==> src/rtl/ram_sync_pkg.sv <==
// Shared definitions for the synchronous RAM family: FSM state encoding
// reused by other RAM-based blocks.
package ram_sync_pkg;

    typedef logic [0:0] ram_state_t;

    localparam ram_state_t RAM_ST_CLEAR = 1'b0;
    localparam ram_state_t RAM_ST_READY = 1'b1;

endpackage

==> src/rtl/ram_sync_if.sv <==
// Request/ready handshake bus between a core datapath (master) and ram_sync (slave).
interface ram_sync_if #(
    parameter int WIDTH      = 16,
    parameter int ADDR_WIDTH = 8
) ();

    logic                  req;
    logic                  we;
    logic [ADDR_WIDTH-1:0] addr;
    logic [WIDTH-1:0]      din;
    logic                  ready;
    logic [WIDTH-1:0]      dout;
    logic                  dout_valid;

    modport master (
        output req, we, addr, din,
        input  ready, dout, dout_valid
    );

    modport slave (
        input  req, we, addr, din,
        output ready, dout, dout_valid
    );

endinterface

==> src/rtl/ram_sync_array.sv <==
// Plain single-write, registered-read storage array with no reset, shaped
// so synthesis maps it onto block RAM.
module ram_sync_array #(
    parameter int WIDTH      = 16,
    parameter int ADDR_WIDTH = 8
) (
    input  logic                  clk,
    input  logic                  i_we,
    input  logic [ADDR_WIDTH-1:0] i_waddr,
    input  logic [WIDTH-1:0]      i_wdata,
    input  logic                  i_re,
    input  logic [ADDR_WIDTH-1:0] i_raddr,
    output logic [WIDTH-1:0]      o_rdata
);

    localparam int DEPTH = 2 ** ADDR_WIDTH;

    logic [WIDTH-1:0] r_mem [DEPTH];
    logic [WIDTH-1:0] r_rdata;

    always_ff @(posedge clk) begin
        if (i_we) begin
            r_mem[i_waddr] <= i_wdata;
        end
        if (i_re) begin
            r_rdata <= r_mem[i_raddr];
        end
    end

    assign o_rdata = r_rdata;

endmodule

==> src/rtl/ram_sync.sv <==
// Synchronous single-port data RAM: clear sweep after reset, then request/ready
// accesses with one-cycle registered reads.
module ram_sync
    import ram_sync_pkg::*;
#(
    parameter int WIDTH          = 16,
    parameter int ADDR_WIDTH     = 8,
    parameter bit CLEAR_ON_RESET = 1'b1
) (
    input  logic      clk,
    input  logic      rst_n,
    ram_sync_if.slave bus
);

    localparam logic [ADDR_WIDTH-1:0] LAST_ADDR = '1;

    ram_state_t            r_state;
    ram_state_t            w_state_nxt;
    logic [ADDR_WIDTH-1:0] r_clr_cnt;
    logic                  r_ready;
    logic                  r_dout_valid;
    logic                  r_dout_loaded;

    logic                  w_clearing;
    logic                  w_accept;
    logic                  w_rd;
    logic                  w_wr;
    logic                  w_mem_we;
    logic [ADDR_WIDTH-1:0] w_mem_waddr;
    logic [WIDTH-1:0]      w_mem_wdata;
    logic [WIDTH-1:0]      w_rdata;

    // rst_n gating keeps a reset edge from also committing a write.
    assign w_clearing = rst_n && (r_state == RAM_ST_CLEAR);
    assign w_accept   = rst_n && r_ready && bus.req;
    assign w_rd       = w_accept && !bus.we;
    assign w_wr       = w_accept && bus.we;

    assign w_mem_we    = w_clearing || w_wr;
    assign w_mem_waddr = w_clearing ? r_clr_cnt : bus.addr;
    assign w_mem_wdata = w_clearing ? '0 : bus.din;

    always_comb begin
        w_state_nxt = r_state;
        if (w_clearing && (r_clr_cnt == LAST_ADDR)) begin
            w_state_nxt = RAM_ST_READY;
        end
    end

    always_ff @(posedge clk) begin
        if (!rst_n) begin
            r_state       <= CLEAR_ON_RESET ? RAM_ST_CLEAR : RAM_ST_READY;
            r_clr_cnt     <= '0;
            r_ready       <= 1'b0;
            r_dout_valid  <= 1'b0;
            r_dout_loaded <= 1'b0;
        end else begin
            r_state      <= w_state_nxt;
            r_ready      <= (w_state_nxt == RAM_ST_READY);
            r_dout_valid <= w_rd;
            if (w_clearing && (r_clr_cnt != LAST_ADDR)) begin
                r_clr_cnt <= r_clr_cnt + 1'b1;
            end
            if (w_rd) begin
                r_dout_loaded <= 1'b1;
            end
        end
    end

    // The array has no reset, so dout reads as zero until the first read lands.
    assign bus.dout       = r_dout_loaded ? w_rdata : '0;
    assign bus.ready      = r_ready;
    assign bus.dout_valid = r_dout_valid;

    ram_sync_array #(
        .WIDTH      (WIDTH),
        .ADDR_WIDTH (ADDR_WIDTH)
    ) u_array (
        .clk     (clk),
        .i_we    (w_mem_we),
        .i_waddr (w_mem_waddr),
        .i_wdata (w_mem_wdata),
        .i_re    (w_rd),
        .i_raddr (bus.addr),
        .o_rdata (w_rdata)
    );

endmodule

==> src/flat_wrapper.sv <==
// flat-port wrapper written by rule: the top's interface ports become plain ports
module ram_sync_flat import ram_sync_pkg::*;
#(
    parameter int WIDTH          = 16,
    parameter int ADDR_WIDTH     = 8,
    parameter bit CLEAR_ON_RESET = 1'b1
)
  (clk, rst_n, bus_req, bus_we, bus_addr, bus_din, bus_ready, bus_dout, bus_dout_valid);
  ram_sync_if #(.WIDTH(WIDTH), .ADDR_WIDTH(ADDR_WIDTH)) bus_i ();
  input  logic clk;
  input  logic rst_n;
  input wire logic [$bits(bus_i.req)-1:0] bus_req;
  input wire logic [$bits(bus_i.we)-1:0] bus_we;
  input wire logic [$bits(bus_i.addr)-1:0] bus_addr;
  input wire logic [$bits(bus_i.din)-1:0] bus_din;
  output wire logic [$bits(bus_i.ready)-1:0] bus_ready;
  output wire logic [$bits(bus_i.dout)-1:0] bus_dout;
  output wire logic [$bits(bus_i.dout_valid)-1:0] bus_dout_valid;
  assign bus_i.req = bus_req;
  assign bus_i.we = bus_we;
  assign bus_i.addr = bus_addr;
  assign bus_i.din = bus_din;
  assign bus_ready = bus_i.ready;
  assign bus_dout = bus_i.dout;
  assign bus_dout_valid = bus_i.dout_valid;
  ram_sync #(.WIDTH(WIDTH), .ADDR_WIDTH(ADDR_WIDTH), .CLEAR_ON_RESET(CLEAR_ON_RESET)) u_core (.clk(clk), .rst_n(rst_n), .bus(bus_i));
endmodule
==> config.mk <==
export PLATFORM = sky130hd
export DESIGN_NAME = ram_sync_flat
export DESIGN_NICKNAME = d
export VERILOG_FILES = /design/src/rtl/ram_sync_pkg.sv /design/src/rtl/ram_sync_if.sv /design/src/rtl/ram_sync_array.sv /design/src/rtl/ram_sync.sv /design/src/flat_wrapper.sv
export SDC_FILE = /design/constraint.sdc
export NUM_CORES = 2
export LEC_CHECK = 0
export ABC_AREA = 1
export ABC_CLOCK_PERIOD_IN_PS = 15500
export CORE_ASPECT_RATIO = 0.75
export CORE_MARGIN = 2
export CORE_UTILIZATION = 40
export DETAILED_ROUTE_END_ITERATION = 12
export DONT_BUFFER_PORTS = 1
export PLACE_DENSITY = 0.63
export SYNTH_ARGS = -nofsm -noshare
export SYNTH_HDL_FRONTEND = slang
export SYNTH_SLANG_ARGS = --single-unit
==> constraint.sdc <==
create_clock -name clk -period 15.5 [get_ports clk]
set_clock_uncertainty 0.15 [all_clocks]
set_input_delay 1.55 -clock clk [delete_from_list [all_inputs] [get_ports clk]]
set_output_delay 1.55 -clock clk [all_outputs]
set_load 0.1 [all_outputs]
==> results by stage <==
Outcome:
- The run finished, with violations left.
- The checks that failed: slew limit.

STA:
- The maximum operating frequency is ~120 MHz.
- Setup repair after global routing left no endpoint under its margin.
- The ratio of final minimum period to clock period is 0.532.
- The post-route worst hold slack is between 0.3 and 0.4 ns.
- The final hold violation count is 0.
- The shortest clock period the worst path allows after layout is approximately 8.2 ns.
- The final count of pins violating max slew is around 540.
- Summed over all failing endpoints, the final setup total negative slack is 0 ns.
- The worst slew slack as a fraction of its limit is -0.325.
- The setup violation total in the final timing report is 0.
- At the pin with the least slew margin, the transition time is 1.99 ns.

Routing:
- The routed layout has 109000 vias.
- In the routed design, unresolved DRC markers number 0.
- For this block, the initial DRC count from the detailed router was ~17000.
- Dividing the detail-routed via count by the number of cells gives 5.64.
- The detailed-router iteration count before antenna repair is 6.
- After detailed routing, the total wire length is 489000 um.
- In this run the remaining antenna-violating nets after routing total 0.
- Dividing the detail-routed wire length by the instance count gives 25.3 um.

Pwr:
- For this design the ratio of total power to cell area is around 130 nW/um^2.
- The leakage power is 0.0641 uW.
- VDD sags by at most around 0.11 mV.

Worst hold path:
- The depth of the worst hold-timing path is 1.
- The worst hold path belongs to the class reg -> reg.
- In this run the most critical hold path is launched from u_core.r_clr_cnt[6]$_SDFFE_PN0P_.
- The worst min-delay path endpoint is u_core.r_clr_cnt[6]$_SDFFE_PN0P_.

GRT:
- For this run, global-route usage on met2 was measured as 0.324.
- The met3 capacity usage during global routing is 0.0530.
- Entering global routing, the biggest net connects roughly 1000 pins.
- The first-pass GRT wire length is around 710000 um.
- The initial antenna violation count is 17.
- The total grt overflow is 0.
- The overall track demand over capacity in global routing is 0.225.
- The global routing stage identified its most utilized layer as met1.
- The number of global-route vias before repair is roughly 99000.
- For this run, global-route usage on met1 was measured as 0.341.

Synthesis:
- For this run, the number of Yosys warnings is 0.
- The synthesized area divided by synthesized cell count is roughly 12 um^2.
- The count of unique library cells instantiated by Yosys is 34.
- The number of nets produced by synthesis is 13800.
- After synthesis the cells add up to around 170000 um^2.
- The synthesis-stage register bit count is ~4100.
- The portion of the post-synthesis area used by sequential elements is 0.747.
- Synthesis produced ~14000 cells.

Clock network:
- After clock tree synthesis, the repair step resized 0 gates.
- The total number of H-tree levels is 5.
- For the worst-skew pair, the clock arrives at the later sink with an insertion delay of 0.95 ns.
- The root buffer cell chosen for the clock tree is clkbuf_16.
- Clock tree synthesis found a total of around 4100 sinks.
- The number of buffers added by the clock tree synthesis step is about 390.
- The clock input transition at the sequential cells of the worst setup and hold paths is approximately 0.070 ns.
- The maximum buffer depth of the clock tree is 4.
- Hold repair after CTS inserted 0 buffers.
- TritonCTS built the clock tree.
- The setup fix buffers added after clock tree synthesis is 0.

Final layout:
- For this run, the post-layout net count is approximately 14000.
- Relative to the synthesized area, the layout overhead comes to 11.4%.
- Of the cells placed in the final design, the portion with a size suffix greater than 1 is 0.0742.

Floorplan:
- Measured along the y axis, the die boundary spans roughly 560 um.
- The x dimension of the die is 747 um.
- The floorplan die area is 419000 um^2.
- The core area is 412000 um^2.
- The count of standard-cell rows is roughly 200.
- 46 I/O pins were placed.
- For this configuration, the core starts out at a cell density of 0.402.

Setup path:
- The endpoint identified for the worst register-to-register timing path is u_core.u_array.r_mem[208][5]$_DFFE_PP_.
- Among cell families on the critical path, the largest total delay comes from buffers and inverters.
- The slack of the worst reg-to-reg path is roughly 10 ns.
- For this design, the slowest cell found on the critical path is buf_4.
- The worst-case reg-to-reg path depth is 11.
- The data arrival time of the worst path is between 8 and 9 ns.
- In this run the worst path has a maximum fanout of between 200 and 300.
- The sum of buffers and inverters on the critical path is 7.
- The sort of element at the start of the critical path is a primary input.
- The worst setup path category is in -> reg.
- The worst setup path is captured at a register.
- Walking the worst path, the cells encountered are buf_16, buf_16, buf_16, inv_8, buf_12, buf_12, buf_4, nand2_1, nand3_1, nand3_1, nand3_1, nand3_1, nand3_1, nand3_1, nand2_1, nand2_1, nand2_1.
- In this run the critical register-to-register path is launched from u_core.r_state$_SDFFE_PN0P_.
- The delay contributed by the slowest stage of the critical path is 0.80 ns.
- The cell seen most often among critical-path stages is nand3_1.
- For the worst setup path, the data required time is 16.18 ns.

Run:
- The tool flagged a number of max-cap violations equal to 0.

Placed design:
- The count of input and output buffers is 0.
- The wire-length estimate of the detail-placed layout is between 200000 and 300000 um.
- The final weighted congestion in routability-driven placement is 0.827.
## worst reg2reg max path, cell delays in order, from the launching register on
cell and delay (ns):
dfxtp_1 0.30, buf_4 0.28, nor2_8 0.70, inv_2 0.48
nor2_1 0.48, a21oi_1 0.21, nor2_1 0.21, inv_2 0.08
nor2_1 0.15, nand2_2 0.78, nor2_1 1.03, buf_4 0.35
## report_power, final
| group | total, uW | internal (uW) | leakage (uW) | switching (uW) |
|---|---|---|---|---|
| registers | 12300 | 12300 | 0.0376 | 4.20 |
| logic | 1360 | 304 | 0.0204 | 1060 |
| clock network | 9650 | 5410 | 0.00614 | 4240 |
## final cells by class
class,instances,area (um^2)
Fill cell,36900,227000
Sequential cell,4123,124000
Multi-Input combinational cell,8618,38000
Clock buffer,474,10200
Tap cell,5459,6830
Timing Repair Buffer,357,3170
Clock inverter,234,2370
Inverter,83,352
Antenna cell,9,22.5
## worst max-delay path by stage
stage	startpoint	endpoint	depth (start not counted)
3_5_place_dp	bus_addr[0]	u_core.u_array.o_rdata[13]$_DFFE_PP_	17
3_3_place_gp	bus_addr[0]	u_core.u_array.o_rdata[13]$_DFFE_PP_	17
2_1_floorplan	rst_n	u_core.u_array.r_mem[0][10]$_DFFE_PP_	4
5_1_grt	bus_addr[0]	u_core.u_array.o_rdata[15]$_DFFE_PP_	17
6_report	bus_addr[0]	u_core.u_array.o_rdata[13]$_DFFE_PP_	17
4_1_cts	bus_addr[0]	u_core.u_array.o_rdata[13]$_DFFE_PP_	17
## layout by cell type, fill, tap and decap left out, drive strengths merged, types with 4 or more instances in the layout
cell      count
nand2      4234
edfxtp     4112
nand3      4036
clkbuf      474
buf         357
nor2        319
clkinv      169
inv          93
bufinv       43
clkinvlp     12
dfxtp        11
a21oi        10
o21ai        10
diode         9
nor3          4
## Yosys cell counts (all sizes together)
| master | instances | area share |
|---|---|---|
| o21bai | 1 | 0.000045 |
| clkbuf | 505 | 0.011 |
| o21ai | 10 | 0.00046 |
| inv | 81 | 0.0019 |
| nand3 | 4036 | 0.12 |
| nand4 | 1 | 0.000038 |
| a22o | 1 | 0.000053 |
| buf | 436 | 0.013 |
| clkinv | 2 | 0.000045 |
| nor3 | 4 | 0.00019 |
| dfxtp | 11 | 0.0013 |
| a31oi | 1 | 0.000038 |
| nand2 | 4234 | 0.096 |
| a21oi | 10 | 0.00046 |
| ha | 1 | 0.000076 |
| nor2 | 319 | 0.0078 |
| edfxtp | 4112 | 0.75 |
## layer usage
layer,routed length [um],vias up,part of all wire
met3,58200,704,0.12
met2,211000,6057,0.43
li1,-,48700,-
met1,207000,53800,0.42
met4,12700,8,0.026
met5,45,-,0.000092
## per-stage QoR
stage | instances | setup WS [ns] | util | cell area, um^2 | power (uW)
after floorplan | 13800 | 6.09 | - | 166000 | 13400
after global placement | 18600 | 7.12 | 0.417 | 172000 | 13800
after detailed placement | 18600 | 7.05 | 0.417 | 172000 | 13800
after CTS | 19300 | 8.11 | 0.448 | 184000 | 23300
after global routing | 19300 | 7.51 | 0.448 | 185000 | 23900
final | 19400 | 7.26 | 0.448 | 185000 | 23300
## sequential cells by signal, indices dropped and copies added, names as in the netlist
register / flops
u_core.u_array.r_mem: 4096
u_core.u_array.o_rdata: 16
u_core.r_clr_cnt: 8
u_core.bus.dout_valid: 1
u_core.r_dout_loaded: 1
u_core.r_state: 1
## logic make-up (layout without fill, tap and decap cells)
kind of cell    count (synthesis)  after routing  synth area share
other cells                     0              9                 0
buf+inv                      1024           1148            0.0259
simple gates                 8594           8594             0.226
compound gates                 23             23           0.00106
fa+ha+maj                       1              1         0.0000755
flops                        4123           4123             0.747
No activity file was read; power rests on OpenSTA's default activity.
